<file path="src/rtl/mod_enc_round_ctrl.sv">
// AES-256 encryption round sequencer: walks the datapath through INIT_ARK, then SUB/SHIFT/(MIX)/ARK per round.
// Build option: define ENC_ROUND_CTRL_ABORT_EN to add the abort input that drops an in-flight block.
module mod_enc_round_ctrl #(
   parameter int NR     = 14,
   parameter int KIDX_W = 4
) (
   input  logic              clk,
   input  logic              reset,
`ifdef ENC_ROUND_CTRL_ABORT_EN
   input  logic              abort,
`endif
   input  logic              in_valid,
   output logic              in_ready,
   output logic              out_valid,
   input  logic              out_ready,
   output logic              en_sub,
   output logic              en_shift,
   output logic              en_mix,
   output logic              en_ark,
   output logic [1:0]        ark_src,
   output logic [KIDX_W-1:0] key_idx,
   output logic              busy,
   output logic [2:0]        dbg_state
);

   // Handshakes: a block is taken on a rising edge where in_valid && in_ready; the
   // ciphertext is released on a rising edge where out_valid && out_ready.

   typedef enum logic [2:0] {
      ST_IDLE     = 3'd0,
      ST_INIT_ARK = 3'd1,
      ST_SUB      = 3'd2,
      ST_SHIFT    = 3'd3,
      ST_MIX      = 3'd4,
      ST_ARK      = 3'd5,
      ST_DONE     = 3'd6
   } state_t;

   localparam logic [KIDX_W-1:0] ROUND_LAST = KIDX_W'(NR);
   localparam logic [KIDX_W-1:0] ROUND_ONE  = KIDX_W'(1);

   localparam logic [1:0] SRC_PLAIN = 2'd0;
   localparam logic [1:0] SRC_MIX   = 2'd1;
   localparam logic [1:0] SRC_SHIFT = 2'd2;

   state_t            state_q, state_d;
   logic [KIDX_W-1:0] round_q, round_d;
   logic              last_round;
   logic              abort_req;

   assign last_round = (round_q >= ROUND_LAST);

`ifdef ENC_ROUND_CTRL_ABORT_EN
   assign abort_req = abort;
`else
   assign abort_req = 1'b0;
`endif

   always_ff @(posedge clk or posedge reset) begin
      if (reset) begin
         state_q <= ST_IDLE;
         round_q <= '0;
      end else begin
         state_q <= state_d;
         round_q <= round_d;
      end
   end

   always_comb begin
      state_d = state_q;
      round_d = round_q;
      unique case (state_q)
         ST_IDLE: begin
            if (in_valid) begin
               state_d = ST_INIT_ARK;
               round_d = '0;
            end
         end
         ST_INIT_ARK: begin
            state_d = ST_SUB;
            round_d = ROUND_ONE;
         end
         ST_SUB: begin
            state_d = ST_SHIFT;
         end
         // The final round has no mixColumns; its key is added straight to shiftRows.
         ST_SHIFT: begin
            state_d = last_round ? ST_ARK : ST_MIX;
         end
         ST_MIX: begin
            state_d = ST_ARK;
         end
         ST_ARK: begin
            if (last_round) begin
               state_d = ST_DONE;
            end else begin
               state_d = ST_SUB;
               round_d = round_q + ROUND_ONE;
            end
         end
         ST_DONE: begin
            if (out_ready) begin
               state_d = ST_IDLE;
               round_d = '0;
            end
         end
         default: begin
            state_d = ST_IDLE;
            round_d = '0;
         end
      endcase
      if (abort_req && (state_q != ST_IDLE)) begin
         state_d = ST_IDLE;
         round_d = '0;
      end
   end

   // Outputs are a pure decode of state_q/round_q so no input reaches an output in the same cycle.
   always_comb begin
      en_sub    = 1'b0;
      en_shift  = 1'b0;
      en_mix    = 1'b0;
      en_ark    = 1'b0;
      ark_src   = SRC_PLAIN;
      out_valid = 1'b0;
      in_ready  = 1'b0;
      busy      = 1'b1;
      unique case (state_q)
         ST_IDLE: begin
            in_ready = 1'b1;
            busy     = 1'b0;
         end
         ST_INIT_ARK: begin
            en_ark  = 1'b1;
            ark_src = SRC_PLAIN;
         end
         ST_SUB:   en_sub   = 1'b1;
         ST_SHIFT: en_shift = 1'b1;
         ST_MIX:   en_mix   = 1'b1;
         ST_ARK: begin
            en_ark  = 1'b1;
            ark_src = last_round ? SRC_SHIFT : SRC_MIX;
         end
         ST_DONE:  out_valid = 1'b1;
         default: begin
            busy = 1'b0;
         end
      endcase
   end

   assign key_idx   = round_q;
   assign dbg_state = state_q;

endmodule

</file>
<file path="config.mk">
export PLATFORM = sky130hd
export DESIGN_NAME = mod_enc_round_ctrl
export DESIGN_NICKNAME = d
export VERILOG_FILES = /design/src/rtl/mod_enc_round_ctrl.sv
export SDC_FILE = /design/constraint.sdc
export NUM_CORES = 1
export LEC_CHECK = 0
export BUFFER_PORTS_ARGS = -buffer_cell sky130_fd_sc_hd__buf_2
export CAP_MARGIN = 5
export CORE_AREA = 5 5 42 44
export CTS_CLUSTER_DIAMETER = 40
export DETAILED_ROUTE_END_ITERATION = 8
export DIE_AREA = 0 0 47 49
export REMOVE_ABC_BUFFERS = 1
export SETUP_SLACK_MARGIN = 0.4
export SLEW_MARGIN = 20
export SYNTH_ARGS = -nofsm -noshare
export SYNTH_HDL_FRONTEND = slang
export SYNTH_SLANG_ARGS = --single-unit
</file>
<file path="constraint.sdc">
create_clock -name clk -period 3.4 [get_ports clk]
set_clock_uncertainty 0.15 [all_clocks]
set_input_delay 0.34 -clock clk [delete_from_list [all_inputs] [get_ports clk]]
set_output_delay 0.34 -clock clk [all_outputs]
set_load 0.01 [all_outputs]
</file>
# After elaboration in Yosys (flattened, before gate mapping)
# Index checks and enable logic that the tools add are counted.
# word_totals
rom_bits	0
regBits	7
out_inout_bits	16
wordCells	38
latch_bits	0
ramBits	0
inputBits	4
n_memories	0
# op_classes
n_lt_le_gt_ge	1
n_eq_ne	9
n_mux	18
shifts	0
n_div	0
addsub	1
multipliers	0
bitwise	1
reduce_logical	6
# op_table
cell	n
$pmux 3 s7	1
$pmux 4 s5	1
$mux 4	3
$eq 3x3->1 const B	3
$mux 3	3
$mux 1	8
$eq 3x2->1 const B	2
$ne 2x2->1 const B	3
$reduce_or 6->1	1
$add 4x1->4 const B	1
$ge 4x4->1 const B	1
$mux 2	2
$reduce_and 4->1	1
$eq 3x1->1 const B	1
$logic_not 3->1	1
$reduce_or 3->1	1
$reduce_and 2->1	1
$reduce_or 2->1	1
$not 1->1	1

# Longest topological paths before layout
# depth
depth_word	4
mapped_depth	5
ltp_nobuf	5

# Least setup slack after synthesis
# OpenSTA, ideal clock, no wires.
# synth_timing
path_kind	register to output
startpoint	register round_q[0] (netlist: key_idx[0])
endpoint	output port ark_src[0]
setup_slack_ps	1705
path_stages_with_launch	6
required_time_ps	2910
t_arrival_ps	1205
path_buffers	0
cell_sequence	dfrtp_1 > inv_1 > ha_1 > o211ai_1 > nand3_2 > nor2_1
# synth_via
elab_chain_len	3
# synth_rtl
element	line	text
start: declaration	47	logic [KIDX_W-1:0] round_q, round_d;
start signal: assignment	65	round_q <= round_d;
$ge 4x4->1	51	assign last_round = (round_q >= ROUND_LAST);
$mux 2	142	ark_src = last_round ? SRC_SHIFT : SRC_MIX;
$mux 2	128	unique case (state_q)
end: declaration	20	output logic [1:0] ark_src,
# No other way between the ends.

# Final worst setup path
# Ends and elaborated chain as after synthesis.

==> results.txt <==
The effective utilization at floorplan came out at 0.360. In the layout the commonest cells are sky130_fd_sc_hd__buf_2 (19), sky130_fd_sc_hd__nor2_1 (8), sky130_fd_sc_hd__dfrtp_1 (7). The family with the most delay on the worst path is flip-flops. The count of vias placed by the detailed router came out at 490. For the finished layout, the period the worst path requires is between 2 and 2.5 ns. The number of rows created at floorplan is 14.

The largest individual stage delay along the critical path comes from the cell sky130_fd_sc_hd__dfrtp_1. The fraction of layout instances using a drive strength above 1 came out at 0.304. The share of synthesized area in the top cell type comes to 0.347.

The library cell used most frequently in the layout, excluding fill and tap cells, is sky130_fd_sc_hd__buf_2. The clock slew seen by the registers of the worst setup and hold paths came out at 0.05 ns. The number of max-cap violations came out at 0. The transition time at the pin with the least slew margin is ~0.49 ns. The number of endpoints failing setup at the final stage is 0. For this run, the slowest stage of the critical path takes 0.42 ns. The hold buffer count at CTS came out at 1. Yosys attributes the largest share of cell area to sky130_fd_sc_hd__dfrtp_1 (35%), sky130_fd_sc_hd__nor2_1 (6.0%), sky130_fd_sc_hd__ha_1 (5.0%). The number of synthesized flops with an enable pin is 0.

The die is slightly below 50 um tall. The number of routed nets with antenna violations is 0. The first-pass GRT wire length is 2190 um. The detail-routed via count per cell came out at 5.16.

The count of non-filler cells in the finished layout came out at 95. Gates resized during post-CTS repair numbered 0. The netlist area before placement came out at between 500 and 600 um^2. Summed over all layers, the global routing overflow is 0. The buffering stage count on the worst path with inverters included is 2. The setup path with the least slack is of type reg2out. In this run the number of H-tree levels came out at 1. The core area came out at 1400 um^2. The aggregate negative setup slack is 0 ns. The cell count after synthesis came out at just under 60. The area growth from synthesis to layout is 25.6%. In this run the worst hold path is classified as in2reg. The pre-antenna-repair detailed-routing pass consisted of 3 iterations. After filler insertion, the fill cell instance count of the layout stands at 163. The pin count of the biggest net entering global routing came out at 18. The worst setup path is launched from a register. The post-detailed-route DRC marker count is 0. The half-perimeter wire length of the detailed placement result is approximately 920 um. The worst setup path is captured at an output pin.

The worst relative slew slack came out at 0.673. Traced cell by cell, the critical path runs through inv_1 -> ha_1 -> o211ai_1 -> nand3_2 -> nor2_1 -> buf_2. The number of synthesis warnings came out at 0.

The count of cell types in the netlist came out at 28. 20 I/O pins were placed. The initial antenna violation count came out at 0.

Derived from the worst setup path, the maximum achievable clock frequency is 490 MHz. The number of port buffers came out at 19. For this run, the total global-route usage over all layers was measured as 0.126. The die width came out at around 47 um. The wire length reported by the detailed router is about 1200 um. The power per cell area is 826 nW/um^2. The mean area per synthesized cell is 8.69 um^2. The placed cell count is 90. TritonCTS built the clock tree. For this run, the post-layout net count is 86. The worst path arrival time came out at about 1.6 ns. In the synthesized netlist the async set-or-reset flop fraction comes to 1.00. The total of flip-flops plus latches after synthesis is 7. Routability-driven placement finished with a final weighted congestion of 0.778.

The run finished with clean final reports. After the first detailed-routing iteration, the DRC count stood at 3. In this run the worst path has a maximum fanout of 6. In the final routed layout, each cell accounts on average for 12.2 um. The count of clock tree sinks is 7.

The clock insertion delay at the later pin of the skew report is 0.24 ns. The post-route clock period utilization is 0.600. The final count of pins violating max slew came out at 0.

For this run, the leading register cell type out of synthesis is sky130_fd_sc_hd__dfrtp_1. No sink is reached through more buffers than the 2 on the longest clock path. The largest vdd supply drop is 0.455 mV.

The static leakage power came out at 0.000351 uW. The die outline area is between 2000 and 2500 um^2. The biggest area contributor in the post-synthesis netlist is sky130_fd_sc_hd__dfrtp_1.

The antenna diode instance count came out at 0. The post-CTS setup buffer count came out at 0. Setup repair after global routing left no endpoint under its margin. The tree is rooted in a sky130_fd_sc_hd__clkbuf_4. The number of global-route vias before repair is 513.

For the worst setup path, the data required time is 2.91 ns. The sequential share of the synthesized area came out at 0.347. The CTS buffer count came out at 3.

The number of endpoints with negative hold slack in the final report came out at 0.
## power by group
part	internal, uW	leakage, uW	switching (uW)
combinational	125	0.000245	135
sequential	110	0.0000908	82.7
clock	44.5	0.0000150	26.1
## metrics by stage
step / setup WS [ns] / instance area, um^2 / total power [uW] / utilization / hold slack [ns]
2_1_floorplan: 1.69 / 482 / 348 / - / -0.00660
3_3_place_gp: 1.63 / 597 / 458 / 0.426 / 0.123
3_5_place_dp: 1.62 / 597 / 458 / 0.426 / 0.122
4_1_cts: 1.35 / 633 / 533 / 0.452 / 0.247
5_1_grt: 1.18 / 633 / 582 / 0.452 / 0.258
6_report: 1.36 / 633 / 523 / 0.452 / 0.256
## sequential cells by signal, summed over array words and instances (netlist names)
name / cells
dbg_state: 3
key_idx: 4
## worst register-to-register path: stages, from the launching register on
cell	delay, ns
sky130_fd_sc_hd__dfrtp_1	0.42
sky130_fd_sc_hd__inv_1	0.06
sky130_fd_sc_hd__ha_1	0.22
sky130_fd_sc_hd__o211ai_1	0.24
sky130_fd_sc_hd__nand3_2	0.12
sky130_fd_sc_hd__a32o_1	0.29
## cell type report
class | instances | area [um^2] | area share
tap | 16 | 20.0 | 0.0316
multi-input combinational | 44 | 292 | 0.460
inverter | 4 | 15.0 | 0.0237
clock buffer | 4 | 26.3 | 0.0415
sequential | 7 | 175 | 0.277
timing repair buffer | 20 | 105 | 0.166
## final timing paths
path | startpoint | end | slack (ns) | cells past startpoint
max in group asynchronous | reset | dbg_state[0] | 2.48 | 3
setup reg to reg | key_idx[0] | key_idx[1] | 1.78 | 5
min in group asynchronous | reset | key_idx[1] | 0.42 | 3
setup / recovery | key_idx[0] | ark_src[0] | 1.36 | 6
hold / removal | out_ready | dbg_state[1] | 0.26 | 3
hold reg to reg | key_idx[0] | key_idx[0] | 0.43 | 1
## synth_stat cells (2+ instances only)
library cell	count
sky130_fd_sc_hd__a21o_1	2
sky130_fd_sc_hd__inv_1	4
sky130_fd_sc_hd__nor3_1	3
sky130_fd_sc_hd__and2_1	2
sky130_fd_sc_hd__nor2_1	8
sky130_fd_sc_hd__nand2_1	2
sky130_fd_sc_hd__o211ai_1	2
sky130_fd_sc_hd__ha_1	2
sky130_fd_sc_hd__nor2b_1	3
sky130_fd_sc_hd__and3_1	2
sky130_fd_sc_hd__dfrtp_1	7
sky130_fd_sc_hd__buf_4	3
sky130_fd_sc_hd__a21oi_1	3
## kinds of logic after synthesis
kind of cell | count (synthesis) | share of synthesized area
buffers and inverters | 7 | 0.0744
adder cells (fa/ha/maj) | 2 | 0.0496
AND/OR/NAND/NOR | 24 | 0.256
XOR/XNOR | 1 | 0.0174
AO/OA/AOI/OAI | 17 | 0.256
flip-flops | 7 | 0.347
## metal layers
layer | GRT usage | wire length (um)
met2 | 0.199 | 604
met3 | 0.0221 | 23
met5 | 0 | 0
met1 | 0.168 | 532
met4 | 0.0415 | 0
Note: power is estimated with default switching activity, not from simulation.
